## src/rtl/gf180mcu_osu_sc_gp9t3v3__ro_cnt.sv

```systemverilog
// Ring-oscillator frequency meter: counts synchronized RO_IN rising edges over a WINDOW-cycle gate.
// Optional macro GF180_RO_CNT_SAT_EN: saturate COUNT at max and raise sticky OVF (default: wrap, OVF=0).
module gf180mcu_osu_sc_gp9t3v3__ro_cnt #(
    parameter int CNT_W = 16,
    parameter int WIN_W = 16
) (
    input  logic             CLK,
    input  logic             RST,
    input  logic             START,
    input  logic [WIN_W-1:0] WINDOW,
    input  logic             RO_IN,
    output logic             BUSY,
    output logic             DONE,
    output logic [CNT_W-1:0] COUNT,
    output logic             OVF
);

    typedef enum logic [1:0] {
        S_IDLE  = 2'd0,
        S_SYNC  = 2'd1,
        S_COUNT = 2'd2,
        S_DONE  = 2'd3
    } state_t;

    state_t           state_q, state_d;
    logic             phase_q, phase_d;
    logic [WIN_W-1:0] win_q, win_d;
    logic [CNT_W-1:0] cnt_q, cnt_d;
    logic             s1_q, s1_d;
    logic             s2_q, s2_d;
    logic             s3_q, s3_d;
    logic             ovf_q, ovf_d;
    logic             edge_det;
    logic [CNT_W:0]   inc;

    // Returns {overflow, next count}; overflow only matters when saturating.
    function automatic logic [CNT_W:0] cnt_inc(input logic [CNT_W-1:0] c);
`ifdef GF180_RO_CNT_SAT_EN
        if (c == {CNT_W{1'b1}}) begin
            return {1'b1, c};
        end
        return {1'b0, c + CNT_W'(1)};
`else
        return {1'b0, c + CNT_W'(1)};
`endif
    endfunction

    assign edge_det = s2_q & ~s3_q;
    assign inc      = cnt_inc(cnt_q);

    always_comb begin
        state_d = state_q;
        phase_d = phase_q;
        win_d   = win_q;
        cnt_d   = cnt_q;
        ovf_d   = ovf_q;
        s1_d    = RO_IN;
        s2_d    = s1_q;
        s3_d    = s2_q;
        case (state_q)
            S_IDLE, S_DONE: begin
                if (START) begin
                    state_d = S_SYNC;
                    phase_d = 1'b0;
                    win_d   = WINDOW;
                    cnt_d   = '0;
                    ovf_d   = 1'b0;
                end else begin
                    state_d = S_IDLE;
                end
            end
            S_SYNC: begin
                // Two cycles let the synchronizer shed pre-start history.
                phase_d = ~phase_q;
                if (phase_q) begin
                    state_d = (win_q == '0) ? S_DONE : S_COUNT;
                end
            end
            S_COUNT: begin
                win_d = win_q - WIN_W'(1);
                if (edge_det) begin
                    cnt_d = inc[CNT_W-1:0];
                    if (inc[CNT_W]) begin
                        ovf_d = 1'b1;
                    end
                end
                if (win_q == WIN_W'(1)) begin
                    state_d = S_DONE;
                end
            end
            default: state_d = S_IDLE;
        endcase
    end

    always_ff @(posedge CLK) begin
        if (RST) begin
            state_q <= S_IDLE;
            phase_q <= 1'b0;
            win_q   <= '0;
            cnt_q   <= '0;
            ovf_q   <= 1'b0;
            s1_q    <= 1'b0;
            s2_q    <= 1'b0;
            s3_q    <= 1'b0;
        end else begin
            state_q <= state_d;
            phase_q <= phase_d;
            win_q   <= win_d;
            cnt_q   <= cnt_d;
            ovf_q   <= ovf_d;
            s1_q    <= s1_d;
            s2_q    <= s2_d;
            s3_q    <= s3_d;
        end
    end

    assign BUSY  = (state_q == S_SYNC) || (state_q == S_COUNT);
    assign DONE  = (state_q == S_DONE);
    assign COUNT = cnt_q;
`ifdef GF180_RO_CNT_SAT_EN
    assign OVF = ovf_q;
`else
    assign OVF = 1'b0;
`endif

endmodule

```

## config.mk

```make
export PLATFORM = sky130hd
export DESIGN_NAME = gf180mcu_osu_sc_gp9t3v3__ro_cnt
export DESIGN_NICKNAME = d
export VERILOG_FILES = /design/src/rtl/gf180mcu_osu_sc_gp9t3v3__ro_cnt.sv
export SDC_FILE = /design/constraint.sdc
export NUM_CORES = 1
export LEC_CHECK = 0
export BUFFER_PORTS_ARGS = -buffer_cell sky130_fd_sc_hd__buf_2
export CAP_MARGIN = 20
export CELL_PAD_IN_SITES_DETAIL_PLACEMENT = 1
export CELL_PAD_IN_SITES_GLOBAL_PLACEMENT = 1
export CORE_MARGIN = 8
export CORE_UTILIZATION = 41
export DETAILED_ROUTE_END_ITERATION = 12
export GPL_TIMING_DRIVEN = 0
export PLACE_DENSITY = 0.82
export SYNTH_ARGS = -nofsm -noshare
export SYNTH_HDL_FRONTEND = slang
export SYNTH_SLANG_ARGS = --single-unit
```

## constraint.sdc

```tcl
create_clock -name CLK -period 2.5 [get_ports CLK]
set_clock_uncertainty 0.05 [all_clocks]
set_input_delay 0.125 -clock CLK [delete_from_list [all_inputs] [get_ports CLK]]
set_output_delay 0.125 -clock CLK [all_outputs]
set_load 0.02 [all_outputs]
```

==> results.sh, run 1 <==
export IMPL_fin_cells=392
export IMPL_dieArea_um2=8069
export IMPL_grt_max_degree=13
export IMPL_worstPathArrival_ps=2480
export IMPL_slew_headroom_pct=53.14
export IMPL_grt_overflow=0
export IMPL_grt_pass1_wl_um=11420
export IMPL_dr_wl_met2_um=3154
export IMPL_required_ps=2650
export IMPL_drt_pass1_iterations=4
export IMPL_worstHoldEndpoint="COUNT[13]$_SDFFE_PP0P_"
export IMPL_status="completed"
export IMPL_cts_buffers=5
export IMPL_setup_tns_ps=0
export IMPL_cts_tree="done"
export IMPL_drtIter0Drc=148
export IMPL_final_antenna_net_count=0
export IMPL_synth_top_flop_cell="dfxtp_1"
export IMPL_place_inst=384
export IMPL_htree_levels=2
export IMPL_clockRootBuffer="clkbuf_8"
export IMPL_swShare_pct=42.18
export IMPL_cts_sinks=38
export IMPL_syn_cell_area_um2=2235
export IMPL_via_count=2305
export IMPL_period_share_pct=92.96
export IMPL_initial_core_util_pct=41.60
export IMPL_async_reset_ff_share_pct=0
export IMPL_clk_pin_slew_ps=80
export IMPL_final_core_util_pct=49.69
export IMPL_p_leak_nw=0.9965
export IMPL_wirelength_um=6695
export IMPL_rows=27
export IMPL_ios=39
export IMPL_antenna_found_initial=0
export IMPL_fmax_ghz=0.4303
export IMPL_r2r_start="state_q[0]$_SDFFE_PP0P_"
export IMPL_fp_dieH_um=89.83
export IMPL_p_seq_share_pct=29.6
export IMPL_p_clk_share_pct=22.8
export IMPL_post_drt_wl_per_cell_um=17.08
export IMPL_synth_distinct_cells=52
export IMPL_synth_top_area_share_pct=34.04
export IMPL_synthToLayoutAreaGrowth_pct=19.43
export IMPL_p_int_mw=1.677
export IMPL_synth_area_top_cells="dfxtp_1 (34%), a21oi_1 (5.8%), ha_1 (3.4%)"
export IMPL_powerDensity_nw_per_um2=1086
export IMPL_peakVddDrop_mv=0.4442
export IMPL_mostFrequentLayoutCell="buf_2"
export IMPL_reg2reg_to="win_q[12]$_SDFFE_PP0P_"
export IMPL_final_setup_viol_count=0
export IMPL_rr_worst_depth=7
export IMPL_hold_path_class="in -> reg"
export IMPL_ys_seq_area_share_pct=34.04
export IMPL_layout_drive_gt1_share_pct=20.31
export IMPL_die_w_um=89.83
export IMPL_synth_seq_cells=38
export IMPL_finalHoldViolCount=0
export IMPL_num_antenna_cells=0
export IMPL_cap_viol_max_count=0
export IMPL_finalNetCount=345
export IMPL_regToRegSetupSlack_ps=180
export IMPL_comb_power_share_pct=47.6
export IMPL_path_max_fanout=10
export IMPL_ys_warnings_count=0
export IMPL_yosysTopAreaCell="dfxtp_1"
export IMPL_critPathKind="reg -> reg"
export IMPL_grtUsageTotal_pct=16.91
export IMPL_drc=0
export IMPL_seq_area_um2=760.7
export IMPL_grt_pass1_vias=2329
export IMPL_cp_start_kind="flip-flop"
export IMPL_synthesis_nets=301
export IMPL_finalCriticalPeriod_ps=2324
export IMPL_portBuffers=37
export IMPL_hold_ws_ps=93.21
export IMPL_multiInputGateArea_um2=1361
export IMPL_routed_via_density=5.880
export IMPL_rsz0062_at_grt="false"
export IMPL_p_switching_mw=1.223
export IMPL_min_from="RST"
export IMPL_whs_path_depth=3
export IMPL_fill_cells=670
export IMPL_synthCells=275
export IMPL_syn_area_per_cell_um2=8.126
export IMPL_final_cell_mix="buf_2 (39), dfxtp_1 (38), a21oi_1 (26)"
export IMPL_crit_path_end_kind="flip-flop"
export IMPL_tightest_slew_ps=696.5
export IMPL_top_layer="met4"
export IMPL_drv_slew=0
export IMPL_m1WireLength_um=3137
export IMPL_synth_edf_count=0
export IMPL_wl_met3_um=304
export IMPL_hpwl_um=4938
export IMPL_gp_congestion=0.8455
export IMPL_clk_path_buf_depth=2
export IMPL_core_um2=5371
export IMPL_insertion_delay_ps=300
## worst max-delay path by stage
stage | cells past startpoint | to | start
2_1_floorplan | 9 | COUNT[10]$_SDFFE_PP0P_ | state_q[0]$_SDFFE_PP0P_
3_3_place_gp | 7 | win_q[12]$_SDFFE_PP0P_ | state_q[0]$_SDFFE_PP0P_
3_5_place_dp | 7 | win_q[12]$_SDFFE_PP0P_ | state_q[0]$_SDFFE_PP0P_
4_1_cts | 7 | win_q[12]$_SDFFE_PP0P_ | state_q[0]$_SDFFE_PP0P_
5_1_grt | 7 | win_q[12]$_SDFFE_PP0P_ | state_q[0]$_SDFFE_PP0P_
6_report | 7 | win_q[12]$_SDFFE_PP0P_ | state_q[0]$_SDFFE_PP0P_
## metal layers
| metal | up-vias | global-route usage [%] |
|---|---|---|
| li1 | 1130 | - |
| met1 | 1112 | 21.26 |
| met2 | 56 | 27.18 |
| met3 | 7 | 3.907 |
| met4 | 0 | 6.629 |
| met5 | - | 0 |
## power by group through the flow
stage / registers (mW) / clock network (mW) / logic [mW]
after floorplan: 0.834 / 0 / 1.02
after global routing: 0.883 / 0.707 / 1.52
after detailed placement: 0.871 / 0 / 1.34
after CTS: 0.857 / 0.678 / 1.37
final: 0.859 / 0.660 / 1.38
after global placement: 0.867 / 0 / 1.31
## cell families after synthesis
logic type	after synthesis	synth area share, %
and+or+nand+nor	108	28.00
AOI/OAI and AO/OA	82	24.58
DFF	38	34.04
buffers and inverters	30	5.263
muxes	9	4.199
adders and majority gates	6	3.359
other	1	0.1678
xor gates and xnor gates	1	0.3920
## critical path: stages (launching register included)
cell and delay, ps:
dfxtp_1 340, inv_1 80, ha_1 250, clkbuf_1 390, clkbuf_2 320, clkbuf_1 430
a21oi_1 130, o32ai_1 230
## cell type report
class | instances | area share [%]
multi-input combinational | 207 | 51.01
timing repair buffer | 38 | 7.314
inverter | 14 | 1.969
sequential | 38 | 28.50
tap | 72 | 3.376
clock inverter | 2 | 2.250
buffer | 15 | 2.485
clock buffer | 6 | 3.094
## repair_timing
action,in CTS,in global routing
hold endpoints to repair,1,0
resized for setup,2,7
endpoints found under the setup margin,11,21
cloned,0,0
buffers inserted,0,0
hold buffers,1,0
pin swaps,0,0
## state kept, by name (all words and copies together) (netlist names)
| register | count |
|---|---|
| phase_q | 1 |
| win_q | 16 |
| s2_q | 1 |
| s3_q | 1 |
| s1_q | 1 |
| state_q | 2 |
| COUNT | 16 |
## synth_stat cells, types with 2 or more instances
master    number
a31oi_1        3
a211oi_1       6
a32oi_1        3
inv_1         14
a22oi_1        2
mux2i_1        6
nor4_1         5
o21ai_0       10
a21o_1         2
a311oi_1       2
dfxtp_1       38
nand4b_1       3
a21oi_1       26
or2_2          3
o41ai_1        4
and3_1         5
mux2_2         3
ha_1           6
o31ai_1        7
nand4_1        3
nand2_1       19
nand2b_1       6
or4_1          9
nor2b_1        9
o22ai_1        4
nor3_1         4
a221oi_1       2
o32ai_1        2
clkbuf_1      13
or3_1          6
nand3_1        9
or4_4          2
or3b_2         2
o211ai_1       2
nor2_1        18
## stage by stage
stage	power [mW]	setup slack, ps	area [um2]
after floorplan	1.850	433.7	2235
after CTS	2.904	35.52	2668
after detailed placement	2.209	-79.39	2510
after global routing	3.107	32.57	2669
final	2.900	176.0	2669
after global placement	2.173	-41.77	2510
Power figures use the tool's default switching activity.
==> run 2, diff against run 1 <==
--- a/config.mk
+++ b/config.mk
@@ -13,7 +13,8 @@
 export CORE_UTILIZATION = 41
 export DETAILED_ROUTE_END_ITERATION = 12
 export GPL_TIMING_DRIVEN = 0
-export PLACE_DENSITY = 0.82
+export PLACE_DENSITY = 0.88
+export REMOVE_ABC_BUFFERS = 1
 export SYNTH_ARGS = -nofsm -noshare
 export SYNTH_HDL_FRONTEND = slang
 export SYNTH_SLANG_ARGS = --single-unit
==> run 2 against run 1 <==
- utilization fell by 1.5 points
- critical path depth stayed put
- first-iteration DRC count down 61%
- critical path type unchanged
- register-to-register slack improved by 20 ps
- die area is the same
- hold slack got worse by 16 ps
- sequential cell count is the same
- global-route usage decreased by 1.1 points
==> results.sh, run 2 (synthesis results as in run 1) <==
export IMPL_path_buf_inv=2
export IMPL_htree_levels=2
export IMPL_period_share_pct=92.07
export IMPL_fill_cells=689
export IMPL_grt_pass1_wl_um=10960
export IMPL_crit_path_end_kind="flip-flop"
export IMPL_core_um2=5371
export IMPL_worst_path_largest_cell_delay_ps=570
export IMPL_seq_area_um2=760.7
export IMPL_peakVddDrop_mv=0.5449
export IMPL_portBuffers=37
export IMPL_grt_max_degree=33
export IMPL_mostFrequentLayoutCell="dfxtp_1"
export IMPL_cp_start_kind="flip-flop"
export IMPL_fmax_ghz=0.4344
export IMPL_num_antenna_cells=0
export IMPL_via_count=2258
export IMPL_cts_buffers=5
export IMPL_routed_via_density=5.974
export IMPL_final_antenna_net_count=0
export IMPL_tightest_slew_ps=985.2
export IMPL_final_cell_mix="dfxtp_1 (38), buf_2 (37), a21oi_1 (26)"
export IMPL_die_w_um=89.83
export IMPL_wirelength_um=6334
export IMPL_path_max_fanout=27
export IMPL_clk_path_buf_depth=2
export IMPL_finalNetCount=331
export IMPL_antenna_found_initial=0
export IMPL_clk_pin_slew_ps=80
export IMPL_crit_slowest_cell="or4_1"
export IMPL_rows=27
export IMPL_dieArea_um2=8069
export IMPL_hold_path_class="in -> reg"
export IMPL_finalCriticalPeriod_ps=2302
export IMPL_grtUsageTotal_pct=15.81
export IMPL_cp_top_family="compound AO/OA/AOI/OAI gates"
export IMPL_finalHoldViolCount=0
export IMPL_rsz0062_at_grt="false"
export IMPL_synthToLayoutAreaGrowth_pct=15.90
export IMPL_layout_drive_gt1_share_pct=19.28
export IMPL_slew_headroom_pct=33.02
export IMPL_finalInstanceArea_um2=2590
export IMPL_drv_slew=0
export IMPL_initial_core_util_pct=41.60
export IMPL_grt_overflow=0
export IMPL_p_leak_nw=0.9504
export IMPL_postPlaceCellArea_um2=2476
export IMPL_drtIter0Drc=57
export IMPL_cts_sinks=38
export IMPL_insertion_delay_ps=300
export IMPL_drc=0
export IMPL_finalPower_mw=2.723
export IMPL_cts_tree="done"
export IMPL_drt_pass1_iterations=4
export IMPL_powerDensity_nw_per_um2=1051
export IMPL_critPathKind="reg -> reg"
export IMPL_hpwl_um=4471
export IMPL_regToRegSetupSlack_ps=200
export IMPL_fp_dieH_um=89.83
export IMPL_grt_pass1_vias=2381
export IMPL_worstPathArrival_ps=2480
export IMPL_multiInputGateArea_um2=1373
export IMPL_status="completed"
export IMPL_gp_congestion=0.7784
export IMPL_required_ps=2680
export IMPL_post_drt_wl_per_cell_um=16.76
export IMPL_path_cells="inv_1 > ha_4 > buf_16 > o21ai_0 > a21o_1 > or4_1 > a21oi_1"
export IMPL_clockRootBuffer="clkbuf_8"
export IMPL_cap_viol_max_count=0
export IMPL_final_setup_viol_count=0
export IMPL_ios=39
-- run 2: changes by cell type in the layout (fill, tap and decap cells not counted), sizes merged --
cell	before	now
clkbuf	18	7
buf	40	38
bufinv	2	0
clkinv	0	1
-- run 2: final cells by class --
cell class	count	area share, %
clock buffer	7	3.333
clock inverter	1	0.1932
inverter	14	2.029
multi-input combinational	207	53.00
sequential	38	29.37
tap	72	3.478
timing repair buffer	39	8.599
-- run 2: worst min-delay path, stage by stage --
cell     delay [ps]
buf_2            80
a22oi_1          70
a31oi_1         120
-- run 2: per-layer routing --
layer  vias up  routed length [um]  part of all wire (%)  GRT usage [%]
met1      1108                2795                    44          17.25
met4         0                  89                   1.4          4.937
met2        46                3156                    50          28.53
met3        10                 292                   4.6          4.572
li1       1094                   -                     -              -
met5         -                   0                     0              0
-- run 2: report_power, final --
| part | internal [mW] | total (mW) | switching [mW] |
|---|---|---|---|
| Clock | 0.223 | 0.464 | 0.241 |
| Combinational | 0.569 | 1.40 | 0.829 |
| Sequential | 0.715 | 0.861 | 0.146 |
| Total | 1.51 | 2.72 | 1.22 |
-- run 2: final timing paths --
check / start / end / cells past startpoint
worst max register to register: state_q[0]$_SDFFE_PP0P_ / COUNT[9]$_SDFFE_PP0P_ / 7
worst max-delay path: state_q[0]$_SDFFE_PP0P_ / COUNT[9]$_SDFFE_PP0P_ / 7
worst min-delay path: WINDOW[9] / win_q[9]$_SDFFE_PP0P_ / 3
worst min register to register: s1_q$_SDFF_PP0_ / s2_q$_SDFF_PP0_ / 1
-- run 2: stage by stage --
| stage | setup TNS [ps] | util [%] | hold WS (ps) | instances | setup WS [ps] |
|---|---|---|---|---|---|
| global placement | -13910 | 45.52 | 284.5 | 368 | -750.3 |
| detailed placement | -343.9 | 46.10 | 292.9 | 369 | -70.00 |
| CTS | 0 | 48.03 | 73.08 | 378 | 70.89 |
| floorplan | 0 | - | 141.2 | 259 | 6.615 |
| finish | 0 | 48.22 | 77.40 | 378 | 198.2 |
| global route | 0 | 48.22 | 110.6 | 378 | 41.70 |
-- run 2: what timing repair did --
action | in CTS | in global routing
endpoints found under the hold margin | 1 | 0
setup buffers | 0 | 0
hold buffers | 1 | 0
gates resized for setup | 1 | 1
endpoints found under the setup margin | 9 | 10
==> run 3, diff against run 2 <==
--- a/config.mk
+++ b/config.mk
@@ -9,6 +9,7 @@
 export CAP_MARGIN = 20
 export CELL_PAD_IN_SITES_DETAIL_PLACEMENT = 1
 export CELL_PAD_IN_SITES_GLOBAL_PLACEMENT = 1
+export CORE_ASPECT_RATIO = 1.75
 export CORE_MARGIN = 8
 export CORE_UTILIZATION = 41
 export DETAILED_ROUTE_END_ITERATION = 12
==> run 3 against run 2 <==
- combinational power about the same
- count of clock-buffer cells in the layout unchanged
- clock power shrank 1%
- routed wire length rose by 3.6%
- critical path type unchanged
- highest routed layer unchanged
==> results.sh, run 3 (synthesis results as in run 1) <==
export IMPL_status="completed"
export IMPL_grtUsageTotal_pct=16.76
export IMPL_reg2reg_to="COUNT[5]$_SDFFE_PP0P_"
export IMPL_postPlaceCellArea_um2=2466
export IMPL_grt_pass1_vias=2456
export IMPL_num_antenna_cells=0
export IMPL_multiInputGateArea_um2=1373
export IMPL_swShare_pct=44.29
export IMPL_cts_buffers=5
export IMPL_hpwl_um=4835
export IMPL_rows=35
export IMPL_crit_start="state_q[0]$_SDFFE_PP0P_"
export IMPL_min_from="WINDOW[1]"
export IMPL_core_um2=5255
export IMPL_hold_path_class="in -> reg"
export IMPL_cap_viol_max_count=0
export IMPL_drtIter0Drc=92
export IMPL_path_max_fanout=21
export IMPL_crit_end="COUNT[5]$_SDFFE_PP0P_"
export IMPL_htree_levels=2
export IMPL_p_leak_nw=0.9564
export IMPL_required_ps=2680
export IMPL_grt_pass1_wl_um=11280
export IMPL_post_drt_wl_per_cell_um=18.13
export IMPL_portBuffers=37
export IMPL_rr_worst_depth=6
export IMPL_r2r_start="state_q[0]$_SDFFE_PP0P_"
export IMPL_comb_power_share_pct=51.7
export IMPL_clk_pin_slew_ps=80
export IMPL_clk_path_buf_depth=2
export IMPL_p_seq_share_pct=31.6
export IMPL_worstPathArrival_ps=2430
export IMPL_seq_area_um2=760.7
export IMPL_gp_congestion=0.8745
export IMPL_final_core_util_pct=49.10
export IMPL_finalHoldViolCount=0
export IMPL_fp_dieH_um=113.7
export IMPL_insertion_delay_ps=300
export IMPL_drt_pass1_iterations=4
export IMPL_crit_path_end_kind="flip-flop"
export IMPL_regToRegSetupSlack_ps=250
export IMPL_critPathKind="reg -> reg"
export IMPL_grt_overflow=0
export IMPL_p_int_mw=1.524
export IMPL_fill_cells=660
export IMPL_layout_drive_gt1_share_pct=19.54
export IMPL_peakVddDrop_mv=0.5582
export IMPL_powerDensity_nw_per_um2=1060
export IMPL_slew_headroom_pct=55.36
export IMPL_cp_start_kind="flip-flop"
export IMPL_wirelength_um=6562
export IMPL_synthToLayoutAreaGrowth_pct=15.45
export IMPL_mostFrequentLayoutCell="dfxtp_1"
export IMPL_fmax_ghz=0.4448
export IMPL_finalNetCount=332
export IMPL_tightest_slew_ps=663.5
export IMPL_routed_via_density=6.227
export IMPL_grt_max_degree=33
export IMPL_cts_setup_buffers=0
export IMPL_period_share_pct=89.93
export IMPL_drv_slew=0
export IMPL_via_count=2254
export IMPL_die_w_um=71.81
export IMPL_clockRootBuffer="clkbuf_8"
export IMPL_finalCriticalPeriod_ps=2248
export IMPL_drc=0
export IMPL_ios=39
export IMPL_rsz0062_at_grt="false"
export IMPL_final_antenna_net_count=0
export IMPL_final_setup_viol_count=0
export IMPL_initial_core_util_pct=42.52
export IMPL_p_clk_share_pct=16.8
export IMPL_cts_sinks=38
export IMPL_cts_tree="done"
export IMPL_finalInstanceArea_um2=2580
export IMPL_antenna_found_initial=0
export IMPL_final_cell_mix="dfxtp_1 (38), buf_2 (37), a21oi_1 (26)"
export IMPL_dieArea_um2=8161
export IMPL_p_switching_mw=1.211
run 3: timing repair:
| action | in CTS | in global routing |
|---|---|---|
| pin swaps | 0 | 0 |
| cloned | 0 | 0 |
| gates resized for setup | 1 | 1 |
| hold endpoints to repair | 1 | 0 |
| setup endpoints to repair | 12 | 6 |
| hold buffers | 1 | 0 |
run 3: power by group through the flow:
stage | clock network, mW | logic (mW) | registers, mW
detailed placement | 0 | 1.37 | 0.869
floorplan | 0 | 0.976 | 0.834
global placement | 0 | 1.26 | 0.860
global route | 0.487 | 1.57 | 0.878
CTS | 0.464 | 1.39 | 0.858
finish | 0.459 | 1.41 | 0.863
run 3: layout make-up:
| type | count | area share, % |
|---|---|---|
| sequential | 38 | 29.49 |
| timing repair buffer | 40 | 9.069 |
| clock inverter | 1 | 0.1940 |
| clock buffer | 7 | 3.346 |
| tap | 55 | 2.667 |
| inverter | 14 | 2.037 |
| multi-input combinational | 207 | 53.20 |
run 3: how the worst min path moves through the flow:
| stage | to | slack [ps] | cells after the start |
|---|---|---|---|
| final | win_q[1]$_SDFFE_PP0P_ | 80 | 3 |
| after CTS | win_q[1]$_SDFFE_PP0P_ | 90 | 3 |
| after global routing | win_q[1]$_SDFFE_PP0P_ | 110 | 3 |
| after global placement | s1_q$_SDFF_PP0_ | 290 | 2 |
| after floorplan | win_q[8]$_SDFFE_PP0P_ | 140 | 1 |
| after detailed placement | s1_q$_SDFF_PP0_ | 300 | 2 |
run 3: routing by layer:
layer / up-vias / global-route usage [%] / part of all wire, %
met5: - / 0 / 0
met4: 0 / 4.938 / 1.4
met3: 8 / 3.866 / 4.4
met2: 48 / 32.82 / 57
met1: 1098 / 16.47 / 38
li1: 1100 / - / -
run 3: metrics by stage:
step / hold slack [ps] / power (mW) / setup TNS, ps / setup slack, ps / std cells
2_1_floorplan: 141.2 / 1.810 / 0 / 6.615 / 259
3_3_place_gp: 290.0 / 2.118 / -14420 / -790.5 / 351
3_5_place_dp: 296.0 / 2.241 / -877.2 / -143.0 / 353
4_1_cts: 91.03 / 2.717 / 0 / 113.4 / 362
5_1_grt: 111.4 / 2.938 / 0 / 122.0 / 362
6_report: 84.63 / 2.735 / 0 / 251.8 / 362
run 3: worst max-delay path: stages, from the launching register on:
cell,delay [ps]
dfxtp_1,330
inv_1,120
ha_4,320
o21ai_0,190
a21o_1,380
or4_1,570
a21oi_1,190
